## src/rtl/serial_mod_detector_if.sv

```systemverilog
// Serial bit-stream bus for serial_mod_detector: input bit stream plus
// registered divisibility flag, remainder and bit count.
interface serial_mod_detector_if #(
  parameter int RW    = 2,
  parameter int CNT_W = 8
);
  // in_valid qualifies a for one cycle; there is no ready, every valid bit is consumed.
  logic             clear;
  logic             lsb_first;
  logic             in_valid;
  logic             a;
  logic             y;
  logic [RW-1:0]    rem;
  logic [CNT_W-1:0] bit_cnt;

  modport master (
    output clear, lsb_first, in_valid, a,
    input  y, rem, bit_cnt
  );

  modport slave (
    input  clear, lsb_first, in_valid, a,
    output y, rem, bit_cnt
  );
endinterface

```

## src/rtl/serial_mod_detector.sv

```systemverilog
// Serial divisibility detector: tracks value mod MOD one bit per valid cycle,
// MSB-first or LSB-first, with a saturating bit counter.
module serial_mod_detector #(
  parameter int MOD   = 4,
  parameter int RW    = $clog2(MOD),
  parameter int CNT_W = 8
) (
  input  logic                 clk,
  input  logic                 rst,
  serial_mod_detector_if.slave bus
);

  localparam logic [RW:0] MOD_W = (RW+1)'(MOD);

  logic [RW-1:0]    rem_q, rem_d;
  logic [RW-1:0]    pw_q, pw_d;
  logic [CNT_W-1:0] cnt_q, cnt_d;
  logic             y_q, y_d;
  logic             order_q, order_d;

  logic [RW-1:0]    rem_base, pw_base;
  logic [CNT_W-1:0] cnt_base;
  logic             order_base;
  logic [RW:0]      t_msb, t_lsb, t_pw;

  // Operands are below 2*MOD, so one conditional subtract reduces exactly.
  function automatic logic [RW-1:0] sub_mod(input logic [RW:0] t);
    if (t >= MOD_W) return RW'(t - MOD_W);
    else            return RW'(t);
  endfunction

  always_comb begin
    rem_d      = rem_q;
    pw_d       = pw_q;
    cnt_d      = cnt_q;
    y_d        = y_q;
    order_d    = order_q;
    rem_base   = rem_q;
    pw_base    = pw_q;
    cnt_base   = cnt_q;
    order_base = order_q;

    if (bus.clear) begin
      rem_base   = '0;
      pw_base    = RW'(1);
      cnt_base   = '0;
      order_base = bus.lsb_first;
      rem_d      = '0;
      pw_d       = RW'(1);
      cnt_d      = '0;
      y_d        = 1'b0;
      order_d    = bus.lsb_first;
    end

    t_msb = {rem_base, bus.a};
    t_lsb = {1'b0, rem_base} + (bus.a ? {1'b0, pw_base} : '0);
    t_pw  = {pw_base, 1'b0};

    if (bus.in_valid) begin
      if (order_base) begin
        rem_d = sub_mod(t_lsb);
        pw_d  = sub_mod(t_pw);
      end else begin
        rem_d = sub_mod(t_msb);
      end
      cnt_d = (cnt_base == '1) ? cnt_base : cnt_base + CNT_W'(1);
      y_d   = (rem_d == '0);
    end
  end

  always_ff @(posedge clk) begin
    if (!rst) begin
      rem_q   <= '0;
      pw_q    <= RW'(1);
      cnt_q   <= '0;
      y_q     <= 1'b0;
      order_q <= bus.lsb_first;
    end else begin
      rem_q   <= rem_d;
      pw_q    <= pw_d;
      cnt_q   <= cnt_d;
      y_q     <= y_d;
      order_q <= order_d;
    end
  end

  assign bus.y       = y_q;
  assign bus.rem     = rem_q;
  assign bus.bit_cnt = cnt_q;

endmodule
```

## src/flat_wrapper.sv

```systemverilog
// flat-port wrapper written by rule: the top's interface ports become plain ports
module serial_mod_detector_flat 
#(
  parameter int MOD   = 4,
  parameter int RW    = $clog2(MOD),
  parameter int CNT_W = 8
)
  (clk, rst, bus_clear, bus_lsb_first, bus_in_valid, bus_a, bus_y, bus_rem, bus_bit_cnt);
  serial_mod_detector_if #(.RW(RW), .CNT_W(CNT_W)) bus_i ();
  input  logic clk;
  input  logic rst;
  input wire logic [$bits(bus_i.clear)-1:0] bus_clear;
  input wire logic [$bits(bus_i.lsb_first)-1:0] bus_lsb_first;
  input wire logic [$bits(bus_i.in_valid)-1:0] bus_in_valid;
  input wire logic [$bits(bus_i.a)-1:0] bus_a;
  output wire logic [$bits(bus_i.y)-1:0] bus_y;
  output wire logic [$bits(bus_i.rem)-1:0] bus_rem;
  output wire logic [$bits(bus_i.bit_cnt)-1:0] bus_bit_cnt;
  assign bus_i.clear = bus_clear;
  assign bus_i.lsb_first = bus_lsb_first;
  assign bus_i.in_valid = bus_in_valid;
  assign bus_i.a = bus_a;
  assign bus_y = bus_i.y;
  assign bus_rem = bus_i.rem;
  assign bus_bit_cnt = bus_i.bit_cnt;
  serial_mod_detector #(.MOD(MOD), .RW(RW), .CNT_W(CNT_W)) u_core (.clk(clk), .rst(rst), .bus(bus_i));
endmodule
```

## config.mk

```make
export PLATFORM = sky130hd
export DESIGN_NAME = serial_mod_detector_flat
export DESIGN_NICKNAME = d
export VERILOG_FILES = /design/src/rtl/serial_mod_detector_if.sv /design/src/rtl/serial_mod_detector.sv /design/src/flat_wrapper.sv
export SDC_FILE = /design/constraint.sdc
export NUM_CORES = 1
export LEC_CHECK = 0
export CORE_UTILIZATION = 40
export CTS_BUF_LIST = sky130_fd_sc_hd__clkbuf_8 sky130_fd_sc_hd__clkbuf_16
export DETAILED_ROUTE_END_ITERATION = 16
export PLACE_DENSITY = 0.68
export REMOVE_ABC_BUFFERS = 1
export SETUP_SLACK_MARGIN = 0.02
export SLEW_MARGIN = 15
export SYNTH_ARGS = -nofsm -noshare
export SYNTH_HDL_FRONTEND = slang
export SYNTH_SLANG_ARGS = --single-unit
```

## constraint.sdc

```tcl
create_clock -name clk -period 1.45 [get_ports clk]
set_input_delay 0.29 -clock clk [delete_from_list [all_inputs] [get_ports clk]]
set_output_delay 0.29 -clock clk [all_outputs]
set_load 0.1 [all_outputs]
```

==> results of run 1 <==
## Yosys cell counts, drive strengths merged (2+ instances only)
master	n	area, µm²
a31oi	3	18.8
nand2	6	22.5
a21oi	6	30.0
nand2b	5	31.3
nor3b	2	15.0
nand4	2	12.5
nor3	4	25.0
mux2i	4	40.0
dfxtp	14	280
nor2b	7	46.3
clkbuf	2	7.51
nor2	6	22.5
o21ai	6	30.0
and4	2	17.5
## report_power, final
group	total, mW	switching (mW)	leakage [nW]	internal (mW)
clock	0.393	0.153	0.0288	0.241
sequential	0.415	0.0155	0.114	0.400
combinational	0.221	0.122	0.366	0.0994
## placed cells by master (no fill, tap or decap), types with 2 or more instances in the layout
cell type        instances
nor3_1                   3
clkdlybuf4s50_1          3
nor3b_1                  2
nand2b_1                 5
a21oi_1                  6
nand2_1                  6
and4_1                   2
a31oi_1                  3
clkbuf_8                 4
buf_4                   18
nor2_1                   4
dfxtp_1                 14
nand4_1                  2
mux2i_1                  3
nor2_2                   2
buf_12                  11
o21ai_0                  5
nor2b_1                  5
## worst max-delay path: cells and delay by family
family          cells  cell delay (ns)
buf+inv             1             0.51
fa+ha+maj           1             0.25
mux                 1             0.13
simple gates        2             0.21
compound gates      1             0.11
## registers in the layout, summed over array words and instances (netlist names)
register            count
u_core.bus.rem          2
u_core.pw_q             2
u_core.bus.y            1
u_core.order_q          1
u_core.bus.bit_cnt      8
## routing by layer
layer,wire length [µm],part of all wire,up-vias
met2,904,0.48,13
met1,905,0.48,358
met5,0,0,-
met3,53,0.028,4
met4,31,0.016,0
li1,-,-,377
## path summary, 6_finish.rpt
kind | startpoint | end | depth (start not counted)
hold reg to reg | u_core.bus.bit_cnt[1] | u_core.bus.bit_cnt[1] | 2
hold / removal | bus_in_valid | u_core.bus.bit_cnt[0] | 2
setup reg to reg | u_core.bus.rem[0] | u_core.bus.rem[0] | 5
setup / recovery | bus_a | u_core.bus.rem[0] | 6
## logic make-up (layout without fill, tap and decap cells)
family / count (synthesis) / count (layout) / share of synthesized area
AOI/OAI and AO/OA: 21 / 21 / 0.178
xor gates and xnor gates: 1 / 1 / 0.0122
adders and majority gates: 1 / 1 / 0.0174
buffers and inverters: 3 / 38 / 0.0209
DFF: 14 / 14 / 0.390
muxes: 4 / 4 / 0.0558
and+or+nand+nor: 40 / 40 / 0.326
## final cells by class
class | count | area, µm²
Tap cell | 24 | 30.0
Multi-Input combinational cell | 67 | 439
Clock buffer | 4 | 55.1
Sequential cell | 14 | 280
Fill cell | 119 | 383
Timing Repair Buffer | 34 | 407
## metrics by stage
step           power, mW  setup TNS (ns)   util  hold slack (ns)
2_1_floorplan      0.528           -4.22      -            0.366
3_3_place_gp       0.631           -2.76  0.714            0.570
3_5_place_dp       0.635           -3.35  0.714            0.577
4_1_cts             1.02               0  0.750            0.585
5_1_grt             1.06               0  0.760            0.447
6_report            1.03               0  0.760            0.403
## what timing repair did
item,CTS,global route
pin swaps,0,0
cloned,0,0
setup endpoints to repair,7,5
resized for setup,2,5
==> impl_metrics.toml, run 1 <==
[timing]
slew_headroom = 0.791
rsz0062_at_grt = "false"
fin_crit_sh = 0.943
worst_pin_slew_ns = 0.308
period_minus_slack_ns = 1.37
skew_ns = 0.00368
setup_slack_ns = 0.0825
maxSlewViolCount = 0
fmax_mhz = 731
setup_viol = 0
finalHoldViolCount = 0

[route]
first_pass_iters = 4
via_count = 752
drtAntennaViolNets = 0
drtIter0Drc = 6
wirelength_um = 1900
drt_drc_violations_left = 0
wire_per_inst_um = 13.3
avgViaCountPerCell = 5.26

[cts]
clock_path_buffers = 2
cts_tree = "yes"
clk_pin_slew_ns = 0.06
postCtsSetupBuffers = 0
clock_sinks = 14
root_buffer = "clkbuf_8"
cts_buffers = 3
hold_buffers = 0
insertion_delay_ns = 0.25
htree_levels = 1

[place]
place.gp.congestion = 0.803
hpwlAfterDp_um = 1400
place_area_mm2 = 0.00114
pre_cts_ws_ns = -0.320
portBuffers = 16
dp.cells = 139

[global_routing]
track_usage = 0.233
met3_usage = 0.0490
grt.overflow.total = 0
grt_pass1_vias = 727
grt_max_degree = 9
grt.met1_usage = 0.280
use_met2 = 0.403
grt-busiest-layer = "met2"
antenna_found_initial = 0
grt_pass1_wl_um = 3280

[die]
rows = 14
core-area_mm2 = 0.00159
pin_count = 17
die_h_um = 44.4
start_util = 0.451
die-area_mm2 = 0.00197
die_w_um = 44.4

[yosys]
synthFlopType = "dfxtp_1"
synth-seq-area-share = 0.390
ys_warn_count = 0
synthArstFlopShare = 0
yosys.cell_types.count = 32
synth_edf_count = 0
synth_area_um2 = 718
synth_cells = 84
ys_ff_latch = 14
avgSynthCellArea_um2 = 8.55

[finish]
fin_nets = 127
diodes = 0
fin_cells = 143
area_growth_pct = 68.6
design_area_mm2 = 0.00121
final_layout_size_suffix_gt1_frac = 0.328

[job]
cap_violations = 0

[pwr]
p_per_area_mw_per_mm2 = 850
vdd_ir_drop_max_v = 0.000776
leakage_nw = 0.509

[setup_path]
cp_slowest_cell = "clkdlybuf4s50_1"
cp.arrival_ns = 1.51
cp-end-kind = "flip-flop"
crit_chain = "clkdlybuf4s50_1 -> nor2b_4 -> ha_1 -> mux2i_1 -> nand2_1 -> o211a_1"
rrSetupSlack_ns = 0.18
critical_path_required_ns = 1.59
critPathLaunchType = "primary input"
max_stage_delay_ns = 0.51
cp_max_fo = 3
crit_type = "in -> reg"

[worst_hold_path]
hold_path_class = "in -> reg"

[status]
status = "finished, final reports clean"
Note: power is estimated with default switching activity, not from simulation.
==> run 2, diff against run 1 <==
--- a/config.mk
+++ b/config.mk
@@ -5,6 +5,7 @@
 export SDC_FILE = /design/constraint.sdc
 export NUM_CORES = 1
 export LEC_CHECK = 0
+export CORE_ASPECT_RATIO = 1.2
 export CORE_UTILIZATION = 40
 export CTS_BUF_LIST = sky130_fd_sc_hd__clkbuf_8 sky130_fd_sc_hd__clkbuf_16
 export DETAILED_ROUTE_END_ITERATION = 16
==> run 2 against run 1 <==
  * Register-to-register slack hardly changed
  * Die area is essentially flat
  * Setup slack better by 0.034 ns
  * Non-clock buffer count shrank 2
  * Sequential share of layout area increased by 0.66 points
  * Sequential power barely moved
  * Critical path depth grew 1
  * Largest cell class unchanged
  * Clock skew decreased by 0.0016 ns
  * Critical endpoint unchanged
  * Combinational power shrank 4%
  * Global-route usage shrank 1.1 points
  * Clock power about the same
  * Count of clock-buffer cells in the layout did not move
==> impl_metrics.toml, run 2 (synthesis gave the netlist of run 1 again) <==
[cts]
htree_levels = 1
cts_buffers = 3
cts_tree = "yes"
clk_pin_slew_ns = 0.06
root_buffer = "clkbuf_8"
clock_path_buffers = 2
clock_sinks = 14
insertion_delay_ns = 0.25

[timing]
skew_ns = 0.00204
finalHoldViolCount = 0
maxSlewViolCount = 0
rsz0062_at_grt = "false"
slew_headroom = 0.797
period_minus_slack_ns = 1.33
fmax_mhz = 750
worst_pin_slew_ns = 0.299
setup_viol = 0
tns_ns = 0
fin_crit_sh = 0.920
setup_slack_ns = 0.117

[route]
avgViaCountPerCell = 5.47
first_pass_iters = 4
via_count = 738
drtAntennaViolNets = 0
drtIter0Drc = 12
wire_per_inst_um = 12.8
wirelength_um = 1730
drt_drc_violations_left = 0

[finish]
fin_nets = 125
multi_input_area_um2 = 427
regArea_um2 = 280
diodes = 0
final_layout_size_suffix_gt1_frac = 0.291
fillers = 126
largest_reg_flops = 8
mostFrequentLayoutCell = "buf_4"
layout_common_cells = "buf_4 (16), dfxtp_1 (14), buf_12 (11)"
area_growth_pct = 63.9

[setup_path]
cp.arrival_ns = 1.48
crit_type = "in -> reg"
cp_max_fo = 8
critPathLaunchType = "primary input"
critical_path_required_ns = 1.60
cp-end-kind = "flip-flop"

[die]
die_h_um = 48.4
start_util = 0.432
rows = 16
die-area_mm2 = 0.00197
die_w_um = 40.7
core-area_mm2 = 0.00166
pin_count = 17

[worst_hold_path]
hold_path_class = "in -> reg"

[global_routing]
grt_pass1_wl_um = 2970
grt_pass1_vias = 684
grt.overflow.total = 0
track_usage = 0.222
grt_max_degree = 10
antenna_found_initial = 0

[pwr]
p_per_area_mw_per_mm2 = 865
p_total_mw = 1.02
leakage_nw = 0.493
vdd_ir_drop_max_v = 0.000558

[place]
hpwlAfterDp_um = 1300
place.gp.congestion = 0.815
portBuffers = 16
pre_cts_ws_ns = -0.391

[job]
cap_violations = 0

[status]
status = "finished, final reports clean"
==> run 2: report_power, final <==
part	internal [mW]	leakage (nW)	total (mW)	switching, mW
Combinational	0.0949	0.349	0.212	0.117
Clock	0.241	0.0288	0.393	0.152
Sequential	0.400	0.114	0.414	0.0140
==> run 2: per-stage QoR <==
step                      utilization  hold slack [ns]  instances  area (µm²)
after floorplan                     -            0.366         81         703
after global placement          0.672            0.573        131        1120
after detailed placement        0.672            0.568        131        1120
after CTS                       0.706            0.577        135        1170
after global routing            0.709            0.466        135        1180
final                           0.709            0.438        135        1180
==> run 2: final cells by class <==
class | instances | area share
sequential | 14 | 0.238
timing repair buffer | 32 | 0.334
tap | 18 | 0.0191
clock buffer | 4 | 0.0468
multi-input combinational | 67 | 0.362
==> run 2: routing by layer <==
metal / global-route usage / up-vias / part of all wire
met5: 0 / - / 0
met4: 0.133 / 0 / 0.032
met3: 0.0413 / 5 / 0.038
met2: 0.320 / 17 / 0.48
met1: 0.292 / 341 / 0.45
li1: - / 375 / -
==> run 2: worst max-delay path: stages <==
cell	delay (ns)
clkdlybuf4s15_1	0.30
nor2_1	0.22
nor2b_1	0.08
ha_1	0.28
mux2i_1	0.13
nand2_1	0.07
o211a_1	0.12
==> run 2: worst paths after layout <==
check | start | to | slack, ns | cells after the start
worst min-delay path | bus_in_valid | u_core.bus.bit_cnt[0] | 0.44 | 2
worst min register to register | u_core.bus.bit_cnt[1] | u_core.bus.bit_cnt[1] | 0.58 | 2
worst max-delay path | bus_clear | u_core.bus.rem[0] | 0.12 | 7
worst max register to register | u_core.bus.bit_cnt[3] | u_core.bus.bit_cnt[5] | 0.18 | 5
==> run 2: what timing repair did <==
action,4_1_cts,5_1_grt
setup buffers,0,0
hold buffers,0,0
gates resized for setup,2,2
setup endpoints to repair,14,7
gates cloned,0,0
==> run 3, diff against run 2 <==
--- a/config.mk
+++ b/config.mk
@@ -5,6 +5,7 @@
 export SDC_FILE = /design/constraint.sdc
 export NUM_CORES = 1
 export LEC_CHECK = 0
+export CAP_MARGIN = 10
 export CORE_ASPECT_RATIO = 1.2
 export CORE_UTILIZATION = 40
 export CTS_BUF_LIST = sky130_fd_sc_hd__clkbuf_8 sky130_fd_sc_hd__clkbuf_16
@@ -12,7 +13,7 @@
 export PLACE_DENSITY = 0.68
 export REMOVE_ABC_BUFFERS = 1
 export SETUP_SLACK_MARGIN = 0.02
-export SLEW_MARGIN = 15
+export SLEW_MARGIN = 20
 export SYNTH_ARGS = -nofsm -noshare
 export SYNTH_HDL_FRONTEND = slang
 export SYNTH_SLANG_ARGS = --single-unit
==> results of run 3 <==
Same layout as run 2: the final DEF is identical, and so are final timing and power.
